[src/rtl/lsu_mem_stage.sv]
// Memory-access stage between execute and dmem: issues re/we the cycle a request is accepted,
// answers one cycle later. Stalls hold the response stable; saturating ld/st/err counters.
module lsu_mem_stage #(
  parameter int DMEM_WORDS  = 1024,
  parameter int RD_W        = 4,
  parameter int CNT_W       = 16,
  parameter bit CHECK_RANGE = 1'b1
) (
  input  logic             clk,
  input  logic             rst_n,
  input  logic             req_valid,
  output logic             req_ready,
  input  logic             req_is_st,
  input  logic [31:0]      req_addr,
  input  logic [31:0]      req_wdata,
  input  logic [RD_W-1:0]  req_rd,
  output logic             rsp_valid,
  input  logic             rsp_ready,
  output logic [31:0]      rsp_data,
  output logic [RD_W-1:0]  rsp_rd,
  output logic             rsp_is_st,
  output logic             rsp_err,
  output logic             mem_re,
  output logic             mem_we,
  output logic [31:0]      mem_addr,
  output logic [31:0]      mem_wdata,
  input  logic [31:0]      mem_rdata,
  output logic [CNT_W-1:0] cnt_ld,
  output logic [CNT_W-1:0] cnt_st,
  output logic [CNT_W-1:0] cnt_err
);

  typedef enum logic {IDLE, RESP} state_t;

  localparam logic [32:0] ADDR_LIMIT = 33'(4 * DMEM_WORDS);

  state_t          state;
  logic [RD_W-1:0] rd_q;
  logic            is_st_q;
  logic            err_q;
  logic            bad;
  logic            accept;
  logic            fire;

  assign bad = (req_addr[1:0] != 2'b00) |
               (CHECK_RANGE & ({1'b0, req_addr} >= ADDR_LIMIT));

  assign req_ready = (state == IDLE) | ((state == RESP) & rsp_ready);
  // Gating with rst_n keeps the RAM pins quiet while reset is held.
  assign accept    = req_valid & req_ready & rst_n;

  assign mem_re    = accept & ~req_is_st & ~bad;
  assign mem_we    = accept &  req_is_st & ~bad;
  assign mem_addr  = req_addr;
  assign mem_wdata = req_wdata;

  assign rsp_valid = (state == RESP);
  assign rsp_rd    = rd_q;
  assign rsp_is_st = is_st_q;
  assign rsp_err   = err_q;
  // dmem holds rdata while no read is issued, so a stalled load stays stable.
  assign rsp_data  = (~is_st_q & ~err_q) ? mem_rdata : 32'd0;

  assign fire = rsp_valid & rsp_ready;

  always_ff @(posedge clk or negedge rst_n) begin
    if (!rst_n) begin
      state   <= IDLE;
      rd_q    <= '0;
      is_st_q <= 1'b0;
      err_q   <= 1'b0;
    end else if (accept) begin
      state   <= RESP;
      rd_q    <= req_rd;
      is_st_q <= req_is_st;
      err_q   <= bad;
    end else if ((state == RESP) && rsp_ready) begin
      state   <= IDLE;
    end
  end

  always_ff @(posedge clk or negedge rst_n) begin
    if (!rst_n) begin
      cnt_ld  <= '0;
      cnt_st  <= '0;
      cnt_err <= '0;
    end else if (fire) begin
      if (err_q) begin
        if (cnt_err != '1) cnt_err <= cnt_err + 1'b1;
      end else if (is_st_q) begin
        if (cnt_st != '1) cnt_st <= cnt_st + 1'b1;
      end else begin
        if (cnt_ld != '1) cnt_ld <= cnt_ld + 1'b1;
      end
    end
  end

endmodule

[config.mk]
export PLATFORM = sky130hd
export DESIGN_NAME = lsu_mem_stage
export DESIGN_NICKNAME = d
export VERILOG_FILES = /design/src/rtl/lsu_mem_stage.sv
export SDC_FILE = /design/constraint.sdc
export NUM_CORES = 1
export LEC_CHECK = 0
export CORE_UTILIZATION = 34
export DETAILED_ROUTE_END_ITERATION = 8
export PLACE_DENSITY_LB_ADDON = 0.25
export SETUP_SLACK_MARGIN = 0.5
export SYNTH_ARGS = -nofsm -noshare
export SYNTH_HDL_FRONTEND = slang
export SYNTH_SLANG_ARGS = --single-unit
[constraint.sdc]
create_clock -name clk -period 2.2 [get_ports clk]
set_clock_uncertainty 0.2 [all_clocks]
set_input_delay 0.44 -clock clk [delete_from_list [all_inputs] [get_ports clk]]
set_output_delay 0.44 -clock clk [all_outputs]
set_load 0.005 [all_outputs]
==> metrics, run 1 <==
slowest cell on the critical path dfrtp_1; share of the synthesized area in the top cell type 40.6%; Synthesis Warnings 0; sequential area share after synthesis 40.6%; largest net degree at the start of global routing 56; Cell Area, Synth 0.00339 mm^2; clock latency on the worst-skew pair 0.31 ns; Post-synth top flop dfrtp_1; Ports 259; slowest stage delay, CP 0.42 ns; global route overflow 0; most common cell after layout, fill and taps aside buf_4; Crit path buffers/inverters 5; crit-path max FO 8; Layout area overhead 99.5%; root buf cell clkbuf_8; critical path type reg -> out; Starting DRT DRC Count 121; Final ANT Viol Nets 0; Stages on worst setup path 7; Hold Crit Class in -> async; cell count after synthesis 342; Tcrit/Tclk final 96.9%; chip width 102 um; First-pass DRT Iterations 4; final design utilization 69.6%; Pleak 3.32 nW; Synth cell types 40; max_cap viols 0; gpl congestion 0.799; final WL 12900 um; NumNets Final 703; Peak VDD IR 0.256 mV; Site Rows 36; clk sinks 55; status completed; H-Tree Level Count 2; crit-path cells nor2_4, buf_6, buf_6, buf_6, buf_16, and2_4, buf_6; Syn Area/Cell 9.92 um^2; Critical Path Source Type flip-flop; Place WS -0.783 ns; diodes inserted 0; Via Count 3586; CTS Buf Count 5; first-pass GRT wire length 18700 um; Final Hold Fails 0; die height 102 um; final worst path period need 2.13 ns; hpwl dp 7910 um; Worst Max-Slew Pin Slew 0.705 ns; Core Box Area 0.00973 mm^2; register bit total from synthesis 55; required time worst endpoint 1.56 ns; layout cells sized above 1 55.4%; cell mode on critical path buf_6; commonest non-fill, non-tap cells in the layout buf_4, buf_6, dlygate4sd2_1; Post-Syn Nets 450; # port buffers 174; R2R cell count 7; Setup-failing EPs final 0; CTS tree yes; fmax 469 MHz; fin. max-slew vios 0; CTS clock-pin slew for the worst setup and hold paths 0.10 ns; setup ws final 0.0674 ns; via-per-instance ratio 4.92; DRC Markers 0; number of synthesized flops with an enable pin 0; CP endpoint kind output pin; Max Root-Sink Buffers 2; CP top delay family buffers and inverters; hold-fix buffers at CTS 0; vias in the first global route 3661; ys async rst share 100%; Yosys top cell by area dfrtp_1; DIE AREA 0.0104 mm^2; hold_ws 0.117 ns; worst relative slew slack 53.0%; RSZ-0062 raised after global routing true; Area contributors post-synth dfrtp_1, buf_4, and2_1; DR WL/cell 17.8 um; Pwr per Cell Area 371 mW/mm^2; initial antenna violation count 0; GRT Overall Usage 23.9%; Initial Util 34.9%; critical path arrival 1.49 ns
==> cells in the mapped netlist, types with 7 or more instances <==
cell and n:
buf_4 64, dfrtp_1 55, and2_1 35, xor2_1 23, xnor2_1 20, nand3_1 19
nand4_1 14, nand2_1 13, nor2_1 12, nor3_1 11, and4_1 8, mux2_2 8
nor4_1 8, and3_1 7, clkbuf_1 7
==> state kept, by name, indices dropped and copies added (netlist names) <==
register	cells
rsp_valid	1
cnt_st	16
cnt_err	16
rsp_rd	4
rsp_err	1
cnt_ld	16
rsp_is_st	1
==> power by group <==
| group | internal (W) | switching, W | total, W |
|---|---|---|---|
| clock | 0.000288 | 0.000345 | 0.000632 |
| combinational | 0.000440 | 0.000293 | 0.000732 |
| sequential | 0.00109 | 0.0000577 | 0.00115 |
| total | 0.00181 | 0.000695 | 0.00251 |
==> final cells by class <==
class	instances	area, um^2
clock inverters	1	7.51
fillers	722	2960
repair buffers	318	2980
multi-input cells	212	2120
well taps	133	166
clock buffers	7	96.3
inverters	3	11.3
flip-flops and latches	55	1390
==> layer usage <==
layer / track usage, % / wire length [um]
met1: 28.5 / 4920
met2: 41.6 / 6860
met3: 4.99 / 715
met4: 10.5 / 447
met5: 0 / 0
==> per-stage QoR <==
step	setup TNS, ns	instances	instance area, um^2	power (W)
floorplan	0	342	3460	0.00140
global placement	-4.40	611	5110	0.00172
detailed placement	-4.95	611	5110	0.00173
CTS	0	710	6430	0.00244
global route	-0.0223	729	6770	0.00263
finish	0	729	6770	0.00251
==> final timing paths <==
kind | endpoint | start | slack, ns
worst max-delay path | rsp_data[2] | rsp_is_st | 0.07
worst min-delay path | cnt_st[13] | rst_n | 0.12
worst max register to register | cnt_ld[13] | rsp_err | 0.08
worst min register to register | cnt_st[15] | cnt_st[15] | 0.30
max in group asynchronous | cnt_err[2] | rst_n | 1.18
min in group clk | rsp_valid | rst_n | 0.25
==> cells by family (layout without fill, tap and decap cells) <==
| group | after synthesis | after routing | share of synthesized area [%] |
|---|---|---|---|
| simple gates | 145 | 145 | 26.1 |
| buf+inv | 75 | 329 | 15.4 |
| flops | 55 | 55 | 40.6 |
| xor+xnor | 44 | 44 | 11.6 |
| compound gates | 12 | 12 | 2.58 |
| mux | 8 | 8 | 2.65 |
| fa+ha+maj | 3 | 3 | 1.11 |
==> repair_timing <==
action,in CTS,in global routing
resized for setup,475,63
buffers inserted,88,19
cloned,3,0
endpoints found under the setup margin,166,98
pin swaps,72,32
Power figures use the tool's default switching activity.
==> run 2: changes to the inputs <==
- CAP_MARGIN: default -> 5
- CTS_CLUSTER_SIZE: default -> 30
==> results of run 2 <==
Final layout, timing and power as in run 1 (identical DEF).
==> run 3: changes to the inputs <==
- CTS_CLUSTER_SIZE: 30 -> default
- MAX_ROUTING_LAYER: default -> met4
==> run 3 against run 2 <==
- first-iteration DRC count down 12%
- total power fell by 0.16%
- sequential power about the same
- wire length about the same
- critical path depth unchanged
- critical path type unchanged
- critical endpoint unchanged
- largest cell class unchanged
==> metrics, run 3 (synthesized netlist as in run 1, its figures left out) <==
global route overflow 0 (unchanged); most common cell after layout, fill and taps aside buf_4 (unchanged); Via Count 3606 (was 3586); via-per-instance ratio 4.95 (was 4.92); GRT Overall Usage 24.7% (was 23.9%); Initial Util 34.9% (unchanged); Sw Ratio 27.6% (was 27.7%); CP endpoint kind output pin (unchanged); Clk pwr share 25.1% (was 25.2%); fin. max-slew vios 0 (unchanged); worst relative slew slack 53.4% (was 53.0%); RSZ-0062 raised after global routing true (unchanged); Final ANT Viol Nets 0 (unchanged); cell internal pwr 0.00181 W (about the same); clock latency on the worst-skew pair 0.30 ns (was 0.31 ns); die height 102 um (unchanged); largest net degree at the start of global routing 56 (unchanged); DR WL/cell 17.8 um (about the same); Hold Crit Class in -> async (unchanged); hold_ws 0.116 ns (was 0.117 ns); Worst Max-Slew Pin Slew 0.700 ns (was 0.705 ns); hold-fix buffers at CTS 0 (unchanged); commonest non-fill, non-tap cells in the layout buf_4, buf_6, dlygate4sd2_1 (unchanged); Ports 259 (unchanged); metal3 WL 644 um (was 715 um); Max Root-Sink Buffers 2 (unchanged); Reg2Reg Capture Point cnt_ld[13] (unchanged); Net Switching 0.000691 W (was 0.000695 W); chip width 102 um (unchanged); sequential share of power 45.7% (was 45.6%); First-pass DRT Iterations 4 (unchanged); Gate power share 29.2% (about the same); Starting DRT DRC Count 106 (was 121); Critical Path Start rsp_is_st (unchanged); NumNets Final 703 (unchanged); R2R cell count 7 (unchanged); placed cells 611 (unchanged); critical path arrival 1.49 ns (about the same); reg2reg start rsp_err (unchanged); Pleak 3.32 nW (unchanged); first-pass GRT wire length 18700 um (about the same); Core Box Area 0.00973 mm^2 (unchanged); final worst path period need 2.13 ns (about the same); crit-path max FO 8 (unchanged); flop2flop setup slack 0.08 ns (about the same); clk sinks 55 (unchanged); Largest regs cnt_err x16, cnt_ld x16, cnt_st x16 (unchanged); Site Rows 36 (unchanged); H-Tree Level Count 2 (unchanged); # port buffers 174 (unchanged); CTS clock-pin slew for the worst setup and hold paths 0.10 ns (about the same); layout cells sized above 1 55.4% (unchanged); required time worst endpoint 1.56 ns (about the same); CP endpoint rsp_data[2] (unchanged); Non-Filler Instances 729 (unchanged); Tcrit/Tclk final 96.8% (was 96.9%); root buf cell clkbuf_8 (unchanged); diodes inserted 0 (unchanged); initial antenna violation count 0 (unchanged); Detail Route met2 WL 6940 um (was 6860 um); final WL 12900 um (about the same); Pwr per Cell Area 370 mW/mm^2 (was 371 mW/mm^2); Setup-failing EPs final 0 (unchanged); critical path type reg -> out (unchanged); fmax 470 MHz (was 469 MHz); status completed (unchanged); Critical Path Source Type flip-flop (unchanged); Final Hold Fails 0 (unchanged); hpwl dp 7910 um (unchanged); Routed met1 length 5000 um (was 4920 um); CTS tree yes (unchanged); DIE AREA 0.0104 mm^2 (unchanged); gpl congestion 0.811 (was 0.799); Layout area overhead 99.5% (unchanged); Peak VDD IR 0.256 mV (about the same); vias in the first global route 3659 (was 3661); max_cap viols 0 (unchanged); uppermost routed layer met4 (unchanged); DRC Markers 0 (unchanged); CTS Buf Count 5 (unchanged)
[run 3: cell counts in the layout (fill, tap and decap cells not counted)]
No cell type changed its count.
[run 3: routing by layer]
layer	vias to the layer above	track usage (%)
li1	1625	-
met1	1787	28.9
met2	170	41.8
met3	24	3.90
met4	0	10.9
met5	-	-
[run 3: through the flow]
step	util [%]	worst slack [ns]	area [um^2]	total power, W	TNS (ns)
3_3_place_gp	52.6	-0.740	5110	0.00172	-4.40
2_1_floorplan	-	0.329	3460	0.00140	0
6_report	69.6	0.0715	6770	0.00251	0
4_1_cts	66.1	0.0504	6430	0.00244	0
5_1_grt	69.6	-0.0163	6770	0.00263	-0.0452
3_5_place_dp	52.6	-0.783	5110	0.00173	-4.95
[run 3: worst min-delay path by stage]
stage	from	end	slack, ns	cells past startpoint
after floorplan	rst_n	cnt_err[0]	-0.06	0
after global placement	cnt_ld[14]	cnt_ld[14]	0.28	1
after detailed placement	cnt_err[10]	cnt_err[10]	0.28	1
after CTS	rst_n	cnt_st[10]	0.14	2
after global routing	rst_n	cnt_st[13]	0.17	2
final	rst_n	cnt_st[13]	0.12	2
[run 3: final cells by class]
cell class,instances,area [um^2]
well taps,133,166
flip-flops and latches,55,1390
fillers,722,2960
repair buffers,318,2980
inverters,3,11.3
clock buffers,7,96.3
clock inverters,1,7.51
multi-input cells,212,2120
[run 3: critical path: stages, from the launching register on]
cell     delay (ns)
dfrtp_1        0.42
nor2_4         0.15
buf_6          0.12
buf_6          0.08
buf_6          0.09
buf_16         0.11
and2_4         0.14
buf_6          0.08
[run 3: timing repair]
item | CTS | global route
hold endpoints to repair | 0 | 0
cloned | 3 | 0
setup endpoints to repair | 166 | 98
pin swaps | 72 | 32
resized for setup | 475 | 63
buffers inserted | 88 | 19
[run 3: power by group through the flow]
stage | sequential (W) | combinational, W | clock (W)
finish | 0.00115 | 0.000732 | 0.000628
global route | 0.00116 | 0.000782 | 0.000694
CTS | 0.00115 | 0.000644 | 0.000650
detailed placement | 0.00120 | 0.000524 | 0
global placement | 0.00120 | 0.000519 | 0
floorplan | 0.00119 | 0.000208 | 0
